===== src/rtl/krz_map.sv =====
// Shared KRZ peripheral address map: GPIO bank register offsets, register
// index type, address decoder and INFO word layout.
package krz_map;

  localparam logic [5:0] KRZ_GPIO_DIR     = 6'h00;
  localparam logic [5:0] KRZ_GPIO_WRITE   = 6'h04;
  localparam logic [5:0] KRZ_GPIO_READ    = 6'h08;
  localparam logic [5:0] KRZ_GPIO_SET     = 6'h0C;
  localparam logic [5:0] KRZ_GPIO_CLR     = 6'h10;
  localparam logic [5:0] KRZ_GPIO_TGL     = 6'h14;
  localparam logic [5:0] KRZ_GPIO_RISE_EN = 6'h18;
  localparam logic [5:0] KRZ_GPIO_FALL_EN = 6'h1C;
  localparam logic [5:0] KRZ_GPIO_PENDING = 6'h20;
  localparam logic [5:0] KRZ_GPIO_INFO    = 6'h24;

  localparam int KRZ_GPIO_INFO_NPINS_LSB = 0;
  localparam int KRZ_GPIO_INFO_SYNC_LSB  = 8;
  localparam int KRZ_GPIO_INFO_FIELD_W   = 8;

  typedef enum logic [3:0] {
    GPIO_REG_DIR,
    GPIO_REG_WRITE,
    GPIO_REG_READ,
    GPIO_REG_SET,
    GPIO_REG_CLR,
    GPIO_REG_TGL,
    GPIO_REG_RISE_EN,
    GPIO_REG_FALL_EN,
    GPIO_REG_PENDING,
    GPIO_REG_INFO,
    GPIO_REG_NONE
  } gpio_reg_e;

  // Word-aligned decode; the two byte-offset bits never select a register.
  function automatic gpio_reg_e krz_gpio_decode(input logic [5:0] adr);
    logic [5:0] a;
    a = {adr[5:2], 2'b00};
    case (a)
      KRZ_GPIO_DIR:     return GPIO_REG_DIR;
      KRZ_GPIO_WRITE:   return GPIO_REG_WRITE;
      KRZ_GPIO_READ:    return GPIO_REG_READ;
      KRZ_GPIO_SET:     return GPIO_REG_SET;
      KRZ_GPIO_CLR:     return GPIO_REG_CLR;
      KRZ_GPIO_TGL:     return GPIO_REG_TGL;
      KRZ_GPIO_RISE_EN: return GPIO_REG_RISE_EN;
      KRZ_GPIO_FALL_EN: return GPIO_REG_FALL_EN;
      KRZ_GPIO_PENDING: return GPIO_REG_PENDING;
      KRZ_GPIO_INFO:    return GPIO_REG_INFO;
      default:          return GPIO_REG_NONE;
    endcase
  endfunction

endpackage


===== src/rtl/krz_sync.sv =====
// Generic multi-flop synchroniser for asynchronous inputs; STAGES deep,
// WIDTH bits wide, cleared by synchronous reset.
module krz_sync #(
  parameter int WIDTH  = 1,
  parameter int STAGES = 2
) (
  input  logic             clk,
  input  logic             rst,
  input  logic [WIDTH-1:0] d,
  output logic [WIDTH-1:0] q
);

  logic [WIDTH-1:0] chain_p [STAGES];

  always_ff @(posedge clk) begin
    if (rst) begin
      for (int i = 0; i < STAGES; i++) chain_p[i] <= '0;
    end else begin
      chain_p[0] <= d;
      for (int i = 1; i < STAGES; i++) chain_p[i] <= chain_p[i-1];
    end
  end

  assign q = chain_p[STAGES-1];

endmodule


===== src/rtl/krz_gpio_bank.sv =====
// Wishbone GPIO bank with set/clear/toggle writes and synchronised inputs.
// Edge interrupts (RISE_EN/FALL_EN/PENDING, irq) exist only with KRZ_GPIO_IRQ_EN.
module krz_gpio_bank
  import krz_map::*;
#(
  parameter int NPINS       = 12,
  parameter int SYNC_STAGES = 2
) (
  input  logic             clk,
  input  logic             rst,
  input  logic [5:0]       adr_i,
  input  logic [31:0]      dat_i,
  input  logic [3:0]       sel_i,
  input  logic             we_i,
  input  logic             stb_i,
  output logic [31:0]      dat_o,
  output logic             ack_o,
  output logic [NPINS-1:0] gpio_dir,
  output logic [NPINS-1:0] gpio_write,
  input  logic [NPINS-1:0] gpio_read,
  output logic             irq
);

  function automatic logic [NPINS-1:0] lane_mask(input logic [3:0] sel);
    logic [31:0] m;
    m = {{8{sel[3]}}, {8{sel[2]}}, {8{sel[1]}}, {8{sel[0]}}};
    return m[NPINS-1:0];
  endfunction

  function automatic logic [31:0] zext(input logic [NPINS-1:0] v);
    logic [31:0] r;
    r = '0;
    r[NPINS-1:0] = v;
    return r;
  endfunction

  function automatic logic [NPINS-1:0] merge(input logic [NPINS-1:0] old,
                                             input logic [NPINS-1:0] d,
                                             input logic [NPINS-1:0] m);
    return (old & ~m) | (d & m);
  endfunction

  gpio_reg_e        idx;
  logic             access;
  logic             wr_acc;
  logic             rd_acc;
  logic [NPINS-1:0] mask;
  logic [NPINS-1:0] wd;
  logic [NPINS-1:0] sync_in;
  logic [NPINS-1:0] rise_en;
  logic [NPINS-1:0] fall_en;
  logic [NPINS-1:0] pend;
  logic [31:0]      rdata;
  logic [31:0]      info_word;
  logic             unused_bits;

  assign idx    = krz_gpio_decode(adr_i);
  assign access = stb_i & ~ack_o;
  assign wr_acc = access & we_i;
  assign rd_acc = access & ~we_i;
  assign mask   = lane_mask(sel_i);
  assign wd     = dat_i[NPINS-1:0] & mask;
  assign unused_bits = ^{adr_i[1:0], dat_i};

  always_comb begin
    info_word = '0;
    info_word[KRZ_GPIO_INFO_SYNC_LSB  +: KRZ_GPIO_INFO_FIELD_W] = 8'(SYNC_STAGES);
    info_word[KRZ_GPIO_INFO_NPINS_LSB +: KRZ_GPIO_INFO_FIELD_W] = 8'(NPINS);
  end

  krz_sync #(
    .WIDTH  (NPINS),
    .STAGES (SYNC_STAGES)
  ) u_sync (
    .clk (clk),
    .rst (rst),
    .d   (gpio_read),
    .q   (sync_in)
  );

  // Bus handshake, output registers and read capture share the ack edge.
  always_ff @(posedge clk) begin
    if (rst) begin
      ack_o      <= 1'b0;
      dat_o      <= '0;
      gpio_dir   <= '0;
      gpio_write <= '0;
    end else begin
      ack_o <= access;
      if (wr_acc) begin
        case (idx)
          GPIO_REG_DIR:   gpio_dir   <= merge(gpio_dir, dat_i[NPINS-1:0], mask);
          GPIO_REG_WRITE: gpio_write <= merge(gpio_write, dat_i[NPINS-1:0], mask);
          GPIO_REG_SET:   gpio_write <= gpio_write | wd;
          GPIO_REG_CLR:   gpio_write <= gpio_write & ~wd;
          GPIO_REG_TGL:   gpio_write <= gpio_write ^ wd;
          default: ;
        endcase
      end
      if (rd_acc) dat_o <= rdata;
    end
  end

  always_comb begin
    rdata = '0;
    case (idx)
      GPIO_REG_DIR:     rdata = zext(gpio_dir);
      GPIO_REG_WRITE:   rdata = zext(gpio_write);
      GPIO_REG_READ:    rdata = zext(sync_in);
      GPIO_REG_RISE_EN: rdata = zext(rise_en);
      GPIO_REG_FALL_EN: rdata = zext(fall_en);
      GPIO_REG_PENDING: rdata = zext(pend);
      GPIO_REG_INFO:    rdata = info_word;
      default:          rdata = '0;
    endcase
  end

`ifdef KRZ_GPIO_IRQ_EN
  logic [NPINS-1:0] prev_p;
  logic [NPINS-1:0] evt;
  logic [NPINS-1:0] w1c;

  assign evt = (sync_in & ~prev_p & rise_en) | (~sync_in & prev_p & fall_en);
  assign w1c = (wr_acc && idx == GPIO_REG_PENDING) ? wd : '0;

  // Edge history and pending state; a new event outranks a same-cycle clear.
  always_ff @(posedge clk) begin
    if (rst) begin
      prev_p  <= '0;
      rise_en <= '0;
      fall_en <= '0;
      pend    <= '0;
      irq     <= 1'b0;
    end else begin
      prev_p <= sync_in;
      if (wr_acc && idx == GPIO_REG_RISE_EN) rise_en <= merge(rise_en, dat_i[NPINS-1:0], mask);
      if (wr_acc && idx == GPIO_REG_FALL_EN) fall_en <= merge(fall_en, dat_i[NPINS-1:0], mask);
      pend <= (pend & ~w1c) | evt;
      irq  <= |pend;
    end
  end
`else
  assign rise_en = '0;
  assign fall_en = '0;
  assign pend    = '0;
  assign irq     = 1'b0;
`endif

endmodule


===== config.mk =====
export PLATFORM = sky130hd
export DESIGN_NAME = krz_gpio_bank
export DESIGN_NICKNAME = d
export VERILOG_FILES = /design/src/rtl/krz_map.sv /design/src/rtl/krz_sync.sv /design/src/rtl/krz_gpio_bank.sv
export SDC_FILE = /design/constraint.sdc
export NUM_CORES = 1
export LEC_CHECK = 0
export ABC_CLOCK_PERIOD_IN_PS = 3110
export CORE_MARGIN = 1
export CORE_UTILIZATION = 45
export DETAILED_ROUTE_END_ITERATION = 8
export DONT_BUFFER_PORTS = 1
export PLACE_DENSITY = 0.57
export SYNTH_ARGS = -nofsm -noshare
export SYNTH_HDL_FRONTEND = slang
export SYNTH_SLANG_ARGS = --single-unit

===== constraint.sdc =====
create_clock -name clk -period 3.11 [get_ports clk]
set_clock_uncertainty 0.1 [all_clocks]
set_input_delay 0.933 -clock clk [delete_from_list [all_inputs] [get_ports clk]]
set_output_delay 0.933 -clock clk [all_outputs]
set_load 0.01 [all_outputs]

; Word-level counts from Yosys, hierarchy flattened
; Memories as Yosys holds them, arrays and structs flattened.
; Index checks and enable logic that the tools add are counted.
[totals]
reg_bits = 57
mem_bits_rw = 24
input_bits = 58
output_inout_bits = 58
wordCells = 50
memories = 1
[classes]
eq_ne = 15
mux = 8
bitwise = 17
reduce_logical = 5
[mem_list]
columns = memory, depth, word_bits, rd, rd_clocked_by_memory_dff, write_ports, line
row1 = u_sync.chain_p, 2, 12, 2, 0, 2, krz_sync.sv:13  ; logic [WIDTH-1:0] chain_p [STAGES];
[op_table]
columns = cell, count
row1 = $pmux 12 s4, 2
row2 = $and 12x12->12, 4
row3 = $pmux 4 s10, 1
row4 = $or 12x12->12, 3
row5 = $eq 4x3->1 const B, 6
row6 = $mux 12, 2
row7 = $not 12->12, 2
row8 = $eq 4x2->1 const B, 4
row9 = $eq 4x4->1 const B, 3
row10 = $xor 12x12->12, 1
row11 = $eq 4x1->1 const B, 2
row12 = $logic_not 4->1, 2
row13 = $reduce_and 2->1, 2
row14 = $reduce_bool 4->1, 1
row15 = $and 1x1->1, 3
row16 = $mux 1, 3
row17 = $not 1->1, 2
row18 = $or 1x1->1, 2

; Depth between registers and ports, before layout
; Gate-level depths: netlist (run 1).
[depth]
ltp_word = 5
mapped_depth = 7
ltp_nobuf = 6

; Hierarchy
; Synthesis (run 1) repeated with hierarchy kept, for this count alone.
[unflattened]
hier_cells = 338
hier_area_um2 = 3089.2
[by_module_without_submodules]
columns = module, n_inst, cells_each, area_each_um2, seq_area_each_um2
row1 = krz_gpio_bank, 1, 276, 2306.0, 740.7
row2 = krz_sync, 1, 62, 783.3, 480.5

; Worst setup path before layout (run 1)
; No wires, ideal clock.
[synth_timing]
path_kind = in2reg
from = in sel_i[0]
to = reg gpio_write[5]
arrival_ns = 2.166
path_slack_ns = 0.729
path_stages = 7
path_buffers = 2
cell_sequence = clkbuf_1 > buf_2 > nand2_1 > ha_1 > nand2_1 > o21ai_0 > a2111oi_0
[synth_via]
elab_chain_cells = 4
elab_cells_between_ends = 9
cone_classes = mux (1) / bitwise (8)
[synth_lines]
columns = item, line
row1 = "start, declared", krz_gpio_bank.sv:13  ; input logic [3:0] sel_i,
row2 = $and 12x12->12 / $not 12->12 (equally long branches), "krz_gpio_bank.sv:40, krz_gpio_bank.sv:62"
row3 = $not 12->12 / $and 12x12->12 (equally long branches), "krz_gpio_bank.sv:95, krz_gpio_bank.sv:40"
row4 = $and 12x12->12 / $or 12x12->12 (equally long branches), "krz_gpio_bank.sv:95, krz_gpio_bank.sv:40"
row5 = $pmux 12 s4 *, krz_gpio_bank.sv:91  ; case (idx)
row6 = "end signal, assigned", krz_gpio_bank.sv:93  ; GPIO_REG_WRITE: gpio_write <= merge(gpio_write, dat_i[NPINS-1:0], mask);
row7 = "end signal, assigned", krz_gpio_bank.sv:95  ; GPIO_REG_CLR: gpio_write <= gpio_write & ~wd;
row8 = "end signal, assigned", krz_gpio_bank.sv:96  ; GPIO_REG_TGL: gpio_write <= gpio_write ^ wd;
row9 = "end, declared", krz_gpio_bank.sv:19  ; output logic [NPINS-1:0] gpio_write,
; Every way passes the cells marked *; elsewhere a longest branch is shown, timed or not.
; A chain may end at the register's enable or synchronous reset.

; Worst setup path after layout (run 1)
[layout_timing]
from = in we_i
to = reg dat_o[9]
[layout_via]
elab_chain_cells = 2
[layout_lines]
columns = item, line
row1 = "start, declared", krz_gpio_bank.sv:14  ; input logic we_i,
row2 = $not 1->1, krz_gpio_bank.sv:60  ; assign rd_acc = access & ~we_i;
row3 = $and 1x1->1, krz_gpio_bank.sv:60
row4 = "end signal, assigned", krz_gpio_bank.sv:100  ; if (rd_acc) dat_o <= rdata;
row5 = "end, declared", krz_gpio_bank.sv:16  ; output logic [31:0] dat_o,
; Every way passes these cells.

==> flow_summary.toml, run 1 <==
[logic_synthesis]
asyncSetResetFlopFracSynth_pct = 0
synth.most_common_cell = "dfxtp_1"
yosys-top-cells-count = "dfxtp_1 (61), nor2_1 (31), a21oi_1 (26)"
synthTopCellsByArea = "dfxtp_1 (41%), mux2i_1 (7.1%), buf_4 (6.1%), nor2b_1 (5.3%), ha_1 (5.1%)"
syn_inst = 327
yosys.area.top_type = "dfxtp_1"
ys_types = 34
ys_seq_area_share_pct = 41.3
syn-mean-instance-area_sq_um = 9.05
ys_seq_elements = 61
synth_top_area_share_pct = 41.3
ys_dominant_reg_cell = "dfxtp_1"
synth_edf_count = 0
synth_warnings = 0
syn_area_sq_um = 2960

[final_layout]
fin_cells = 397
stdcell_area_sq_um = 3060
diodes = 0
area_growth_pct = 3.60
fin_nets = 385
drive_gt1_share_pct = 9.38

[clocking]
clkLatencyLatePin_ps = 350
cts_max_level = 3
post_cts_buffers = 0
cts_made_buffers = 9
cts_buffer_depth = 2
hold_buffers = 0
cts.repair.resized = 0
cts_tree = "yes"
clock_sinks = 61
clk_pin_slew_ps = 80
root_buffer = "clkbuf_8"

[grt]
antenna_found_initial = 0
grt_max_degree = 62
grt_pass1_wl_um = 11000
grt_pass1_vias = 2079
grt_usage_pct = 20.5
overflow = 0

[critical_path]
worstPathRequired_ps = 3280
path_buf_inv = 1
critPathMaxFanout = 7
crit_slowest_cell = "a2111oi_4"
cpPeakStageDelay_ps = 590
critPathKind = "input port to flip-flop"
cp-start-kind = "input port"
crit_chain = "or3b_1 > a2111oi_4 > buf_4 > a21oi_2 > a211oi_2"
cp_top_family = "compound AO/OA/AOI/OAI gates"
worstPathArrival_ps = 2420
endpoint_kind = "flip-flop"

[placement]
dp_hpwl_um = 4550
placed_area_sq_um = 2880
place_inst = 381
place_ws_ps = 501
place_congestion = 0.759
io_buffers = 0

[sta]
finalCritPeriodShare_pct = 72.2
timing.slew.headroom_pct = 57.9
fmax_mhz = 445
setup_viol = 0
worst_pin_slew_ps = 630
final_max_slew_viol_count = 0
rsz0062_at_grt = "no"
fin_tns_setup_ps = 0
hold_viol_final = 0
fin_ws_ps = 865
layout_min_cycle_time_ps = 2250

[power_and_ir_drop]
finalPower_mw = 1.57
ir_worst_vdd_uv = 276
leakage_nw = 1.13
power.density_nw_per_um2 = 512

[route]
drt_first_pass_iters = 4
vias = 2266
ant_nets = 0
wire_per_inst_um = 17.5
routed_wl_um = 6930
viasPerCell = 5.71
drc_errors = 0
drt_iter0_markers = 194

[die]
die_x_um = 83.1
die-area_sq_um = 6900
rows = 29
die_y_um = 83.1
start_util_pct = 46.6
io_pins = 116
core_sq_um = 6350

[status]
status = "finished, final reports clean"

[hold_path]
min_path_type = "flip-flop to flip-flop"

[run]
maxCapViolCount = 0
## where the power goes
part / internal, mW / switching, mW
clock network: 0.298 / 0.353
logic: 0.0430 / 0.0581
registers: 0.802 / 0.0160
total: 1.14 / 0.427
## per-layer routing
layer  global-route usage, %  up-vias  wire length [um]
met5                       0        -                 0
met4                    5.80        0                76
met3                    8.45        8               566
met2                    32.6      102              3230
met1                    25.5     1051              3060
li1                        -     1105                 -
## worst paths after layout
check                          endpoint  slack (ps)                  from  cells after the start
setup / recovery               dat_o[9]         860                  we_i                      5
hold reg to reg   u_sync.chain_p[0][17]         340  u_sync.chain_p[0][5]                      1
hold / removal    u_sync.chain_p[0][17]         340  u_sync.chain_p[0][5]                      1
setup reg to reg               dat_o[9]        1050                 ack_o                      5
## placed cells by master, fill, tap and decap left out
cell type and instances:
a2111oi_0 12, a2111oi_4 1, a211oi_1 2, a211oi_2 1, a21oi_1 26, a21oi_2 1
a222oi_1 3, a22oi_1 9, and3_1 4, and3b_1 1, and4bb_2 1, buf_4 6
clkbuf_8 9, clkinv_4 1, clkinvlp_4 3, conb_1 21, dfxtp_1 61, ha_1 12
inv_6 3, mux2i_1 21, nand2_1 21, nand3_1 17, nor2_1 31, nor2b_1 25
nor3_1 1, nor3b_1 3, nor4_1 1, nor4b_2 1, o21ai_0 8, o2bb2ai_1 9
or2_2 3, or3_1 1, or3b_1 1
## worst register-to-register path, cell delays in order, from the launching register on
cell and delay, ps:
dfxtp_1 360, or3b_1 450, a2111oi_4 590, buf_4 270, a21oi_2 40, a211oi_2 180
## kinds of logic (layout without fill, tap and decap cells)
family / count (synthesis) / count (layout) / synth area share (%)
compound gates: 72 / 72 / 17.4
mux: 21 / 21 / 7.11
buf+inv: 49 / 22 / 10.1
simple gates: 111 / 111 / 18.9
fa+ha+maj: 12 / 12 / 5.08
flops: 61 / 61 / 41.3
other cells: 1 / 21 / 0.127
## layout make-up
cell class,instances,area (sq um)
Clock buffer,9,124
Fill cell,600,3290
Sequential cell,61,1220
Tap cell,77,96.3
Timing Repair Buffer,6,45.0
Clock inverter,7,57.6
Multi-Input combinational cell,237,1520
## through the flow
step | hold WS (ps) | utilization (%)
CTS | 346 | 48.3
floorplan | 314 | -
detailed placement | 323 | 45.4
finish | 340 | 48.3
global route | 362 | 48.3
global placement | 320 | 45.4
No activity file was read; power rests on OpenSTA's default activity.
==> run 2, diff against run 1 <==
--- a/config.mk
+++ b/config.mk
@@ -5,7 +5,8 @@
 export SDC_FILE = /design/constraint.sdc
 export NUM_CORES = 1
 export LEC_CHECK = 0
-export ABC_CLOCK_PERIOD_IN_PS = 3110
+export ABC_AREA = 1
+export ABC_CLOCK_PERIOD_IN_PS = 2300
 export CORE_MARGIN = 1
 export CORE_UTILIZATION = 45
 export DETAILED_ROUTE_END_ITERATION = 8
==> constraint.sdc (replaced) <==
create_clock -name clk -period 2.3 [get_ports clk]
set_clock_uncertainty 0.1 [all_clocks]
set_input_delay 0.69 -clock clk [delete_from_list [all_inputs] [get_ports clk]]
set_output_delay 0.69 -clock clk [all_outputs]
set_load 0.01 [all_outputs]
==> flow_summary.toml, run 2 <==
[status]
status = "finished, final reports clean"

[clocking]
cts.repair.resized = 0
clkLatencyLatePin_ps = 340
clock_sinks = 61
root_buffer = "clkbuf_8"
hold_buffers = 0
cts_tree = "yes"
clk_pin_slew_ps = 80
cts_made_buffers = 9
cts_buffer_depth = 2
post_cts_buffers = 0
cts_max_level = 3

[route]
drc_errors = 0
ant_nets = 0
wire_per_inst_um = 13.2
viasPerCell = 4.94
drt_first_pass_iters = 6
drt_iter0_markers = 144
vias = 2769
routed_wl_um = 7420

[logic_synthesis]
syn_inst = 466
synth-compound-area-share_pct = 6.67
ys_types = 20
synth_simple_gate_area_share_pct = 35.1
ys_seq_area_share_pct = 38.8
synth_warnings = 0
synth.most_common_cell = "nand2_1"
syn_area_sq_um = 3150
synth_top_area_share_pct = 38.8
ys_dominant_reg_cell = "dfxtp_1"
ys_seq_elements = 61
synthTopCellsByArea = "dfxtp_1 (39%), nand2_1 (14%), nand3_1 (10%), nor2_1 (8.3%), buf_4 (6.7%)"
yosys.area.top_type = "dfxtp_1"
synth-xor-area-share_pct = 0
yosys-top-cells-count = "nand2_1 (116), nor2_1 (70), nand3_1 (64)"
asyncSetResetFlopFracSynth_pct = 0
syn-mean-instance-area_sq_um = 6.76
synthAdderAreaFrac_pct = 4.77
synth_mux_area_share_pct = 0
synth_edf_count = 0
synth_top_family_by_area = "simple AND/OR/NAND/NOR gates"

[sta]
hold_viol_final = 0
setup_viol = 0
final_max_slew_viol_count = 0
fmax_mhz = 614
layout_min_cycle_time_ps = 1630
fin_tns_setup_ps = 0
rsz0062_at_grt = "no"
finalCritPeriodShare_pct = 70.8

[final_layout]
drive_gt1_share_pct = 8.17
area_growth_pct = 5.52
layout_common_cells = "nand2_1 (116), nor2_1 (70), nand3_1 (64), dfxtp_1 (61), inv_1 (41)"
diodes = 0
fin_cells = 561
final_util_pct = 48.9
layout_commonest_cell = "nand2_1"
fin_nets = 530

[grt]
grt_max_degree = 41
gr-usage-met3_pct = 7.60
grt_pass1_wl_um = 11700
overflow = 0
grt.busiest_layer = "met2"
gr-usage-met2_pct = 33.1
met1_usage_pct = 25.7
grt_pass1_vias = 2378
antenna_found_initial = 0
grt_usage_pct = 21.1

[die]
io_pins = 116
rows = 30
die_y_um = 85.7
core_sq_um = 6790
die_x_um = 85.7
die-area_sq_um = 7340
start_util_pct = 46.4

[critical_path]
critPathKind = "flip-flop to primary output"
cp-start-kind = "flip-flop"
endpoint_kind = "primary output"
worstPathArrival_ps = 840
worstPathRequired_ps = 1510
critPathMaxFanout = 5

[power_and_ir_drop]
ir_worst_vdd_uv = 424
p_sw_share_pct = 26.4
combPwrFrac_pct = 7.6
clkPwrFrac_pct = 45.8
power.density_nw_per_um2 = 717
p_int_mw = 1.75
seqPwrFrac_pct = 46.6
switchingPower_mw = 0.629
leakage_nw = 1.56

[run]
maxCapViolCount = 0

[placement]
place_congestion = 0.769
place_inst = 545
dp_hpwl_um = 5280
io_buffers = 0

[hold_path]
min_path_type = "flip-flop to flip-flop"
-- run 2: changes by cell type after synthesis, moves of 5 or more --
cell / change
a2111oi_0: -12
a22oi_1: -9
clkbuf_1: -7
inv_1: +41
inv_2: +6
mux2i_1: -21
nand2_1: +95
nand3_1: +47
nor2_1: +39
nor2b_1: -25
o21ai_0: +5
o2bb2ai_1: -9
-- run 2: logic make-up after synthesis --
family          after synthesis
simple gates                261
other cells                   1
compound gates               42
fa+ha+maj                    12
flops                        61
buf+inv                      89
-- run 2: tightest hold or removal path, delay by kind of cell (launching register included) --
family,cells,cell delay (ps)
DFF,1,300
buffers and inverters,1,40
and+or+nand+nor,1,30
-- run 2: final timing paths --
| check | slack (ps) | startpoint | to | cells past startpoint |
|---|---|---|---|---|
| setup / recovery | 670 | gpio_write[4] | gpio_write[4] | 0 |
| hold / removal | 300 | u_sync.chain_p[0][5] | u_sync.chain_p[0][17] | 2 |
| setup reg to reg | 820 | ack_o | flip-flop | 7 |
| hold reg to reg | 300 | u_sync.chain_p[0][5] | u_sync.chain_p[0][17] | 2 |
-- run 2: layer usage --
| metal | part of all wire (%) | routed length [um] | vias up |
|---|---|---|---|
| met5 | 0 | 0 | - |
| met4 | 2.3 | 174 | 0 |
| met3 | 8.1 | 603 | 14 |
| met2 | 46 | 3410 | 87 |
| met1 | 44 | 3240 | 1257 |
| li1 | - | - | 1411 |
-- run 2: final cells by class --
type / instances / area [sq um]
repair buffers: 5 / 37.5
well taps: 96 / 120
inverters: 47 / 176
multi-input cells: 336 / 1550
fillers: 712 / 3470
flip-flops and latches: 61 / 1220
clock inverters: 7 / 98.8
clock buffers: 9 / 124
-- run 2: stage by stage --
stage | instance area [sq um] | hold slack [ps] | setup WS (ps) | total power, mW
3_3_place_gp | 3100 | 293 | 492 | 1.31
4_1_cts | 3320 | 296 | 657 | 2.40
5_1_grt | 3320 | 296 | 612 | 2.48
3_5_place_dp | 3100 | 294 | 465 | 1.32
6_report | 3320 | 303 | 671 | 2.38
2_1_floorplan | 3230 | 288 | 490 | 1.32
-- run 2: power by group through the flow --
stage | Sequential, mW | Clock (mW) | Combinational [mW]
6_report | 1.11 | 1.09 | 0.180
5_1_grt | 1.11 | 1.16 | 0.208
4_1_cts | 1.11 | 1.11 | 0.180
3_5_place_dp | 1.14 | 0 | 0.180
3_3_place_gp | 1.14 | 0 | 0.176
2_1_floorplan | 1.13 | 0 | 0.190
==> run 3, diff against run 2 <==
--- a/config.mk
+++ b/config.mk
@@ -5,8 +5,8 @@
 export SDC_FILE = /design/constraint.sdc
 export NUM_CORES = 1
 export LEC_CHECK = 0
-export ABC_AREA = 1
-export ABC_CLOCK_PERIOD_IN_PS = 2300
+export ABC_AREA = 0
+export ABC_CLOCK_PERIOD_IN_PS = 1600
 export CORE_MARGIN = 1
 export CORE_UTILIZATION = 45
 export DETAILED_ROUTE_END_ITERATION = 8
==> constraint.sdc (replaced) <==
create_clock -name clk -period 1.6 [get_ports clk]
set_clock_uncertainty 0.1 [all_clocks]
set_input_delay 0.48 -clock clk [delete_from_list [all_inputs] [get_ports clk]]
set_output_delay 0.48 -clock clk [all_outputs]
set_load 0.01 [all_outputs]
==> flow_summary.toml, run 3 (synthesis results as in run 1) <==
[placement]
place_congestion = 0.797
dp_hpwl_um = 4810
placed_area_sq_um = 3120
place_ws_ps = -275
io_buffers = 0

[hold_path]
min_path_type = "input port to flip-flop"
worstHoldStart = "rst"

[critical_path]
critPathKind = "flip-flop to flip-flop"
crit_slowest_cell = "dfxtp_2"
critPathMaxFanout = 8
path_buf_inv = 2
cpPeakStageDelay_ps = 330
worstPathArrival_ps = 1750
endpoint_kind = "flip-flop"
cp_top_family = "simple AND/OR/NAND/NOR gates"
cp-startpoint = "ack_o"
crit_chain = "and3b_2 > buf_4 > and3_4 > buf_12 > mux2i_2 > nor2_1"
r2r-start = "ack_o"
worstPathRequired_ps = 1730
cp-start-kind = "flip-flop"

[die]
start_util_pct = 46.6
die_x_um = 83.1
die_y_um = 83.1
rows = 29
core_sq_um = 6350
io_pins = 116
die-area_sq_um = 6900

[final_layout]
diodes = 0
layout_common_cells = "dfxtp_1 (60), nor2_1 (31), nor2b_1 (25), buf_4 (25), a21oi_1 (24)"
layout_commonest_cell = "dfxtp_1"
fin_nets = 411
area_growth_pct = 17.9
drive_gt1_share_pct = 23.2
stdcell_area_sq_um = 3490

[clocking]
root_buffer = "clkbuf_8"
cts_max_level = 3
clock_sinks = 61
clk_pin_slew_ps = 70
cts_tree = "yes"
cts_buffer_depth = 2
clkLatencyLatePin_ps = 330
cts_made_buffers = 9

[grt]
grt_max_degree = 62
overflow = 0
grt_pass1_wl_um = 11400
antenna_found_initial = 0
grt_usage_pct = 21.1
grt_pass1_vias = 2212

[power_and_ir_drop]
power.density_nw_per_um2 = 959
finalPower_mw = 3.34
ir_worst_vdd_uv = 530
leakage_nw = 1.32

[sta]
holdWs_ps = 110
fmax_mhz = 620
rsz0062_at_grt = "yes"
hold_viol_final = 0
final_max_slew_viol_count = 0
fin_ws_ps = -14.1
finalCritPeriodShare_pct = 101
layout_min_cycle_time_ps = 1610
setup_viol = 1

[route]
dr_wl_met2_um = 3340
drt_iter0_markers = 126
ant_nets = 0
drc_errors = 0
drt_first_pass_iters = 5
wl_met3_um = 516
drt-met1-wl_um = 3270
top_layer = "met4"
vias = 2351
wire_per_inst_um = 17.2
viasPerCell = 5.57
routed_wl_um = 7250

[run]
maxCapViolCount = 0

[status]
status = "finished, violations left"
violations = "setup timing"
run 3: changes by cell type in the layout (fill, tap and decap cells not counted), moves of 8 or more:
cell	delta
mux2i_1	+20
nor2b_1	+25
a22oi_1	+8
o2bb2ai_1	+9
buf_4	+20
a2111oi_2	+9
nand3_1	-49
nand2_1	-95
nor2_1	-39
inv_1	-41
run 3: area by class of cell:
cell class,count,area (sq um)
clock buffer,10,138
clock inverter,5,75.1
fill,588,2860
multi-input combinational,237,1660
sequential,61,1220
tap,77,96.3
timing repair buffer,32,293
run 3: power breakdown:
part / internal (mW) / leakage, nW / total (mW) / switching (mW)
Sequential: 1.56 / 0.498 / 1.58 / 0.0185
Clock: 0.902 / 0.112 / 1.49 / 0.587
Combinational: 0.129 / 0.709 / 0.276 / 0.147
Total: 2.59 / 1.32 / 3.34 / 0.752
run 3: final timing paths:
path | endpoint | slack (ps) | cells after the start
max reg2reg | flip-flop | -10 | 6
min reg2reg | ack_o | 320 | 1
max | flip-flop | -10 | 6
min | dat_o[3] | 110 | 1
run 3: layer usage:
layer | vias to the layer above | track usage, %
li1 | 1151 | -
met1 | 1113 | 27.7
met2 | 75 | 31.5
met3 | 12 | 7.46
met4 | 0 | 8.62
met5 | - | 0
run 3: stage by stage:
| stage | util [%] | TNS, ps | instances |
|---|---|---|---|
| after global routing | 54.9 | -359 | 422 |
| after detailed placement | 49.2 | -4760 | 406 |
| after floorplan | - | -2630 | 347 |
| final | 54.9 | -14.1 | 422 |
| after global placement | 49.2 | -4270 | 406 |
| after CTS | 53.3 | -42.2 | 421 |
run 3: what timing repair did:
action                     CTS  global route
pin swaps                    9             9
setup endpoints to repair   22            28
gates cloned                 0             0
buffers inserted             0             1
hold buffers                 0             0
gates resized for setup     17            23
